### config.mk
export PLATFORM = sky130hd
export DESIGN_NAME = ring_read_addr_gen
export DESIGN_NICKNAME = d
export VERILOG_FILES = /design/src/rtl/ring_read_addr_gen.sv
export SDC_FILE = /design/constraint.sdc
export NUM_CORES = 1
export LEC_CHECK = 0
export BUFFER_PORTS_ARGS = -buffer_cell sky130_fd_sc_hd__buf_4
export CORE_ASPECT_RATIO = 0.75
export CORE_MARGIN = 4
export CORE_UTILIZATION = 35
export DETAILED_ROUTE_END_ITERATION = 7
export GPL_ROUTABILITY_DRIVEN = 0
export MAX_ROUTING_LAYER = met4
export PLACE_DENSITY = 0.59
export SKIP_CTS_REPAIR_TIMING = 1
export SLEW_MARGIN = 40
export SYNTH_ARGS = -nofsm -noshare
export SYNTH_HDL_FRONTEND = slang
export SYNTH_SLANG_ARGS = --single-unit
### constraint.sdc
create_clock -name clock -period 4.1 [get_ports clock]
set_clock_uncertainty 0.05 [all_clocks]
set_input_delay 0.41 -clock clock [delete_from_list [all_inputs] [get_ports clock]]
set_output_delay 0.41 -clock clock [all_outputs]
set_load 0.02 [all_outputs]
### src/rtl/ring_read_addr_gen.sv
// rtl/ring_read_addr_gen.sv - read-side address generator for a circular sample RAM
// Tracks the free-running writer by counting wr_en and serves reads once the fill threshold is met.
module ring_read_addr_gen #(
    parameter int BIT_SZ = 10,
    parameter int THRESH = 512
) (
    input  logic              clock,
    input  logic              resetn,
    input  logic              clear,
    input  logic              wr_en,
    input  logic              rd_req,
    output logic [BIT_SZ-1:0] rd_addr,
    output logic              rd_valid,
    output logic [BIT_SZ:0]   level,
    output logic [1:0]        state,
    output logic              underflow,
    output logic              overflow
);
    typedef enum logic [1:0] {
        ST_IDLE = 2'b00,
        ST_FILL = 2'b01,
        ST_RUN  = 2'b10
    } state_t;

    localparam logic [BIT_SZ:0] FULL     = {1'b1, {BIT_SZ{1'b0}}};
    localparam logic [BIT_SZ:0] THRESH_L = (BIT_SZ+1)'(THRESH);
    localparam logic [BIT_SZ:0] ONE      = (BIT_SZ+1)'(1);

    state_t          state_q;
    state_t          state_d;
    logic [BIT_SZ:0] level_d;
    logic            full;
    logic            empty;
    logic            rd_acc;
    logic            rd_rej;
    logic            ovf_hit;

    assign full    = (level == FULL);
    assign empty   = (level == '0);
    assign rd_acc  = (state_q == ST_RUN) && rd_req && !empty;
    assign rd_rej  = (state_q == ST_RUN) && rd_req && empty;
    // A write into a full buffer overwrites the oldest word, so the reader skips past it.
    assign ovf_hit = wr_en && full && !rd_acc;

    always_comb begin
        state_d = state_q;
        unique case (state_q)
            ST_IDLE: if (wr_en) state_d = ST_FILL;
            ST_FILL: if (level >= THRESH_L) state_d = ST_RUN;
            ST_RUN:  if (rd_rej) state_d = ST_FILL;
            default: state_d = ST_IDLE;
        endcase
    end

    always_comb begin
        level_d = level;
        if (wr_en && !rd_acc && !full) begin
            level_d = level + ONE;
        end else if (rd_acc && !wr_en) begin
            level_d = level - ONE;
        end
    end

    always_ff @(posedge clock or negedge resetn) begin
        if (!resetn) begin
            state_q   <= ST_IDLE;
            rd_addr   <= '0;
            rd_valid  <= 1'b0;
            level     <= '0;
            underflow <= 1'b0;
            overflow  <= 1'b0;
        end else if (clear) begin
            state_q   <= ST_IDLE;
            rd_addr   <= '0;
            rd_valid  <= 1'b0;
            level     <= '0;
            underflow <= 1'b0;
            overflow  <= 1'b0;
        end else begin
            state_q  <= state_d;
            level    <= level_d;
            rd_valid <= rd_acc;
            if (rd_acc || ovf_hit) begin
                rd_addr <= rd_addr + 1'b1;
            end
            if (rd_rej) begin
                underflow <= 1'b1;
            end
            if (ovf_hit) begin
                overflow <= 1'b1;
            end
        end
    end

    assign state = state_q;

endmodule

==> metrics.md, run 1 <==
| Metric | Value |
|---|---|
| Row cnt | 22 |
| Multi-input gate area | 1070 µm² |
| Die width | 90.0 µm |
| Most common library cells after synthesis | dfrtp_1 (26), nor2_1 (21), nand2_1 (18), a21oi_1 (17), xnor2_1 (15) |
| Register area share after synthesis | 0.369 |
| Fin. Hold Viols | 26 |
| Fin area | 2100 µm² |
| Fraction of registers with async set/reset | 1.00 |
| Max cap viols | 0 |
| Final Max Slew Viols | 0 |
| Worst hold slack | -0.0109 ns |
| Worst-Margin Slew | 0.584 ns |
| First-pass GRT wire length | 7.28 mm |
| Cell taking the most area after synthesis | dfrtp_1 |
| CTS root buf | clkbuf_8 |
| RSZ-0062 raised after global routing | no |
| CTS Buffer Depth | 2 |
| Die Y | 69.5 µm |
| Via Count | 1460 |
| GR Overflow Total | 0 |
| CP peak stage delay | 0.58 ns |
| # DRC | 0 |
| Vias per std cell | 5.35 |
| Synthesized Nets | 201 |
| Initial DRC count | 122 |
| Routed WL | 4.08 mm |
| Detailed Routing Iterations Pass 1 | 4 |
| Vias in the first global route | 1418 |
| Clk Latency, worst-skew pair | 0.27 ns |
| Top Ports | 31 |
| Post-synth EDFFs | 0 |
| Fin crit period | 3.69 ns |
| GRT Total Usage | 0.143 |
| Fmax | 271 MHz |
| CTS tree | done |
| Synth-to-Final Area Change | 18.8% |
| Cells after synthesis | 184 |
| Cell area after placement | 2040 µm² |
| Die ar. | 6260 µm² |
| Setup TNS | 0 ns |
| Core area | 4870 µm² |
| Reg area | 651 µm² |
| Synth Warn # | 0 |
| Slew headroom | 0.611 |
| Worst-path clk slew | 0.09 ns |
| Setup crit end kind | flop |
| Status | finished with violations |
| Share of cells above drive strength 1 | 0.230 |
| CP required | 4.20 ns |
| Critical path type | reg -> reg |
| Worst EP arrival | 3.79 ns |
| Antenna Cells | 0 |
| Largest net degree at the start of global routing | 27 |
| Cell Pwr Density | 464 nW/µm² |
| Final setup viols | 0 |
| Worst IR drop on VDD | 0.000237 V |
| Initial antenna violation count | 0 |
| Fin crit share | 0.900 |
| Syn Area/Cell | 9.59 µm² |
| PortBufs | 30 |
| HPWL Detailed | 2.93 mm |
| Max FO, Critical Path | 11 |
| Fill cell count | 490 |
| Routed WL per cell | 14.9 µm |
| CTS sink count | 26 |
| Crit-path cells | nor4_4 -> a31o_2 -> nand3_1 -> fa_1 -> a21o_1 -> a221oi_1 -> o221ai_1 -> a22oi_1 -> nor3b_1 |
| Dominant synthesized flop cell | dfrtp_1 |
| HP Class | in -> async |
| P_leak | 0.000911 µW |
| Synth top area cells | dfrtp_1 (37%), ha_1 (7.8%), xnor2_1 (7.4%) |
| Mapped Area | 1770 µm² |
| Setup crit start kind | flop |
| Number of H-tree levels | 1 |
| Number of synthesized register bits | 26 |
| Crit-path slowest cell | fa_1 |
| Initial core utilization | 0.362 |
| Most instantiated library cell after synthesis | dfrtp_1 |
| Violated checks | negative hold slack |
| Yosys top cell area share | 0.369 |
| Total CTS buffers | 3 |
| Final ANT Viol Nets | 0 |
| Net total in the final layout | 231 |
| Synth cell types | 44 |
-- critical path: cells and delay by family (launching register included) --
family                   cells  cell delay, ns
AO/OA/AOI/OAI                5            1.47
flip-flops                   1            0.49
AND/OR/NAND/NOR              3            0.96
adder cells (fa/ha/maj)      1            0.58
-- power breakdown --
part	internal, µW	switching (µW)
Clock	85.9	80.0
Sequential	287	55.2
Combinational	196	269
-- registers in the layout, summed over array words and instances (netlist names) --
register and count:
underflow 1, rd_addr 10, overflow 1, rd_valid 1, level 11, state 2
-- path summary, 6_finish.rpt --
path | from | endpoint | slack, ns | cells past startpoint
max in group asynchronous | resetn | rd_addr[1] | 3.75 | 1
worst max-delay path | level[0] | level[10] | 0.41 | 9
worst min register to register | underflow | underflow | 0.47 | 2
worst max register to register | level[0] | level[10] | 0.41 | 9
min in group clock | clear | state[0] | 0.46 | 2
worst min-delay path | resetn | overflow | -0.01 | 1
-- layout make-up --
cell class | instances | area share
multi-input cells | 149 | 0.511
flip-flops and latches | 26 | 0.310
repair buffers | 31 | 0.111
well taps | 60 | 0.0358
clock buffers | 4 | 0.0263
inverters | 3 | 0.00537
-- placed cells by master, fill, tap and decap left out, types with 2 or more instances in the layout --
cell type  count
inv_1          3
buf_4         31
a211oi_1       2
xor2_1         2
xnor2_1       15
nand2_1       18
nand4_1        7
and3_1         3
a211oi_2       3
nor4_2         3
nand3_1        5
nor3_1         4
nand3b_1       2
a21o_1         3
nor3b_1        2
ha_1          11
nand2b_1       2
nor4_4         2
clkbuf_8       4
dfrtp_1       26
o31ai_1        2
o21ai_0        6
nor2_1        21
a21oi_1       17
-- routing by layer --
| layer | track usage | up-vias | part of all wire |
|---|---|---|---|
| met5 | - | - | 0 |
| met1 | 0.216 | 693 | 0.54 |
| met4 | 0.0221 | 0 | 0.0054 |
| met3 | 0.0390 | 2 | 0.046 |
| met2 | 0.190 | 24 | 0.41 |
| li1 | - | 741 | - |
-- kinds of logic after synthesis --
| kind of cell | count (synthesis) | synth area share |
|---|---|---|
| flops | 26 | 0.369 |
| buf+inv | 9 | 0.0241 |
| compound gates | 44 | 0.186 |
| fa+ha+maj | 12 | 0.0893 |
| xor+xnor | 17 | 0.0843 |
| simple gates | 76 | 0.248 |
-- per-stage QoR --
step | utilization | setup WS, ns | cells | power, µW
floorplan | - | 0.874 | 184 | 682
global placement | 0.419 | 0.573 | 269 | 809
detailed placement | 0.419 | 0.466 | 269 | 811
CTS | 0.430 | 0.422 | 273 | 987
global route | 0.430 | 0.0957 | 273 | 1060
finish | 0.430 | 0.409 | 273 | 973
(Power assumes the default switching activity.)
==> run 2, diff against run 1 <==
Settings changed: CORE_UTILIZATION 35 to 30, PLACE_DENSITY 0.59 to 0.53.
==> run 2 against run 1 <==
The run still ends with negative hold slack left. Die area up 15%. Sequential power about the same. Wire length up 4.6%. Critical path depth unchanged. Worst hold slack worse by 0.021 ns. Flip-flop and latch count unchanged. Design area up 1.7%. Core utilization down 4.5 points. Maximum frequency down 0.56%. Power up 6.1%. Via count about the same. Sequential share of layout area down 0.51 points. Critical endpoint unchanged.
==> metrics.md, run 2 (synthesis results as in run 1) <==
| Metric | Value |
|---|---|
| Reg area | 651 µm² (unchanged) |
| Final ANT Viol Nets | 0 (unchanged) |
| Crit-path cells | nor4_4 -> a31o_2 -> nand3_1 -> fa_1 -> a21o_1 -> a221oi_1 -> o221ai_1 -> a22oi_1 -> nor3b_1 (unchanged) |
| Die ar. | 7190 µm² (was 6260 µm²) |
| Routed WL per cell | 14.8 µm (was 14.9 µm) |
| Largest net degree at the start of global routing | 27 (unchanged) |
| Multi-input gate area | 1070 µm² (unchanged) |
| Fin area | 2130 µm² (was 2100 µm²) |
| P_leak | 0.000918 µW (was 0.000911 µW) |
| Crit-path slowest cell | fa_1 (unchanged) |
| CTS tree | done (unchanged) |
| Vias per std cell | 5.07 (was 5.35) |
| Routed WL | 4.26 mm (was 4.08 mm) |
| HP Class | in -> async (unchanged) |
| Fin crit share | 0.905 (was 0.900) |
| Via Count | 1461 (was 1460) |
| Max cap viols | 0 (unchanged) |
| Setup crit start kind | flop (unchanged) |
| Vias in the first global route | 1392 (was 1418) |
| Status | finished with violations (unchanged) |
| GR Overflow Total | 0 (unchanged) |
| HPWL Detailed | 3.09 mm (was 2.93 mm) |
| Cell area after placement | 2060 µm² (was 2040 µm²) |
| CTS sink count | 26 (unchanged) |
| Synth-to-Final Area Change | 20.8% (was 18.8%) |
| Slew headroom | 0.578 (was 0.611) |
| PortBufs | 30 (unchanged) |
| Final design utilization | 0.386 (was 0.430) |
| CP required | 4.22 ns (was 4.20 ns) |
| Initial core utilization | 0.320 (was 0.362) |
| Fmax | 269 MHz (was 271 MHz) |
| Worst IR drop on VDD | 0.000176 V (was 0.000237 V) |
| CP peak stage delay | 0.58 ns (about the same) |
| GRT Total Usage | 0.136 (was 0.143) |
| Most common cell after layout, fill and taps aside | buf_4 (unchanged) |
| Setup crit end kind | flop (unchanged) |
| Critical path type | reg -> reg (unchanged) |
| Fin. Hold Viols | 26 (unchanged) |
| CTS Buffer Depth | 2 (unchanged) |
| Clk Latency, worst-skew pair | 0.28 ns (was 0.27 ns) |
| Die width | 96.6 µm (was 90.0 µm) |
| Worst Setup Slack, final | 0.388 ns (was 0.409 ns) |
| CTS root buf | clkbuf_8 (unchanged) |
| Number of H-tree levels | 1 (unchanged) |
| Violated checks | negative hold slack (unchanged) |
| Most frequent cells in the layout | buf_4 (31), dfrtp_1 (26), nor2_1 (21), nand2_1 (18), a21oi_1 (17) (unchanged) |
| Setup TNS | 0 ns (unchanged) |
| First-pass GRT wire length | 7.30 mm (was 7.28 mm) |
| Max FFs per register | 11 (unchanged) |
| Max FO, Critical Path | 11 (unchanged) |
| Setup WS pre-CTS | 0.449 ns (was 0.466 ns) |
| Worst hold slack | -0.0318 ns (was -0.0109 ns) |
| Final Max Slew Viols | 0 (unchanged) |
| Cell Pwr Density | 484 nW/µm² (was 464 nW/µm²) |
| Row cnt | 23 (was 22) |
| Worst-path clk slew | 0.11 ns (was 0.09 ns) |
| Total CTS buffers | 3 (unchanged) |
| Fin crit period | 3.71 ns (was 3.69 ns) |
| Detailed Routing Iterations Pass 1 | 4 (unchanged) |
| Core area | 5530 µm² (was 4870 µm²) |
| Worst EP arrival | 3.83 ns (was 3.79 ns) |
| Share of cells above drive strength 1 | 0.230 (unchanged) |
| Worst-Margin Slew | 0.626 ns (was 0.584 ns) |
| Fill cell count | 591 (was 490) |
| RSZ-0062 raised after global routing | no (unchanged) |
| Net total in the final layout | 231 (unchanged) |
| Top Ports | 31 (unchanged) |
| Initial DRC count | 56 (was 122) |
| Antenna Cells | 0 (unchanged) |
| Initial antenna violation count | 0 (unchanged) |
| Final setup viols | 0 (unchanged) |
| Die Y | 74.4 µm (was 69.5 µm) |
| # DRC | 0 (unchanged) |
| Reg with most FFs | level (unchanged) |
run 2: cell types whose count changed in the layout (fill, tap and decap cells not counted):
cell and delta:
bufinv_16 +1, clkbuf_8 -1
run 2: area by class of cell:
class | instances | share of cell area
Multi-Input combinational cell | 149 | 0.503
Sequential cell | 26 | 0.305
Timing Repair Buffer | 31 | 0.109
Tap cell | 75 | 0.0440
Clock buffer | 3 | 0.0194
Clock inverter | 1 | 0.0141
Inverter | 3 | 0.00528
run 2: final timing paths:
check / start / to / slack (ns) / cells after the start
min in group clock: clear / rd_addr[6] / 0.44 / 2
worst min-delay path: resetn / level[9] / -0.03 / 1
worst max-delay path: level[7] / level[10] / 0.39 / 9
worst min register to register: underflow / underflow / 0.48 / 2
worst max register to register: level[7] / level[10] / 0.39 / 9
max in group asynchronous: resetn / rd_addr[7] / 3.75 / 1
run 2: report_power, final:
part	total (µW)	internal [µW]	switching [µW]
logic	465	196	269
registers	342	287	55.8
clock network	225	131	94.0
total	1030	613	419
run 2: metrics by stage:
step	power, µW	cells	hold slack [ns]
floorplan	682	184	0.0644
finish	1030	288	-0.0318
detailed placement	813	284	0.303
global placement	814	284	0.303
CTS	1040	288	-0.0140
global route	1120	288	0.00526
run 2: layer usage:
| metal | wire [µm] | GRT usage | vias up |
|---|---|---|---|
| li1 | - | - | 739 |
| met1 | 2320 | 0.208 | 697 |
| met2 | 1690 | 0.180 | 23 |
| met3 | 209 | 0.0334 | 2 |
| met4 | 36 | 0.0233 | 0 |
| met5 | 0 | - | - |
run 2: worst max-delay path: cells and delay by family (launching register included):
kind / cells / cell delay (ns)
AOI/OAI and AO/OA: 5 / 1.49
adders and majority gates: 1 / 0.58
DFF: 1 / 0.46
and+or+nand+nor: 3 / 1.01
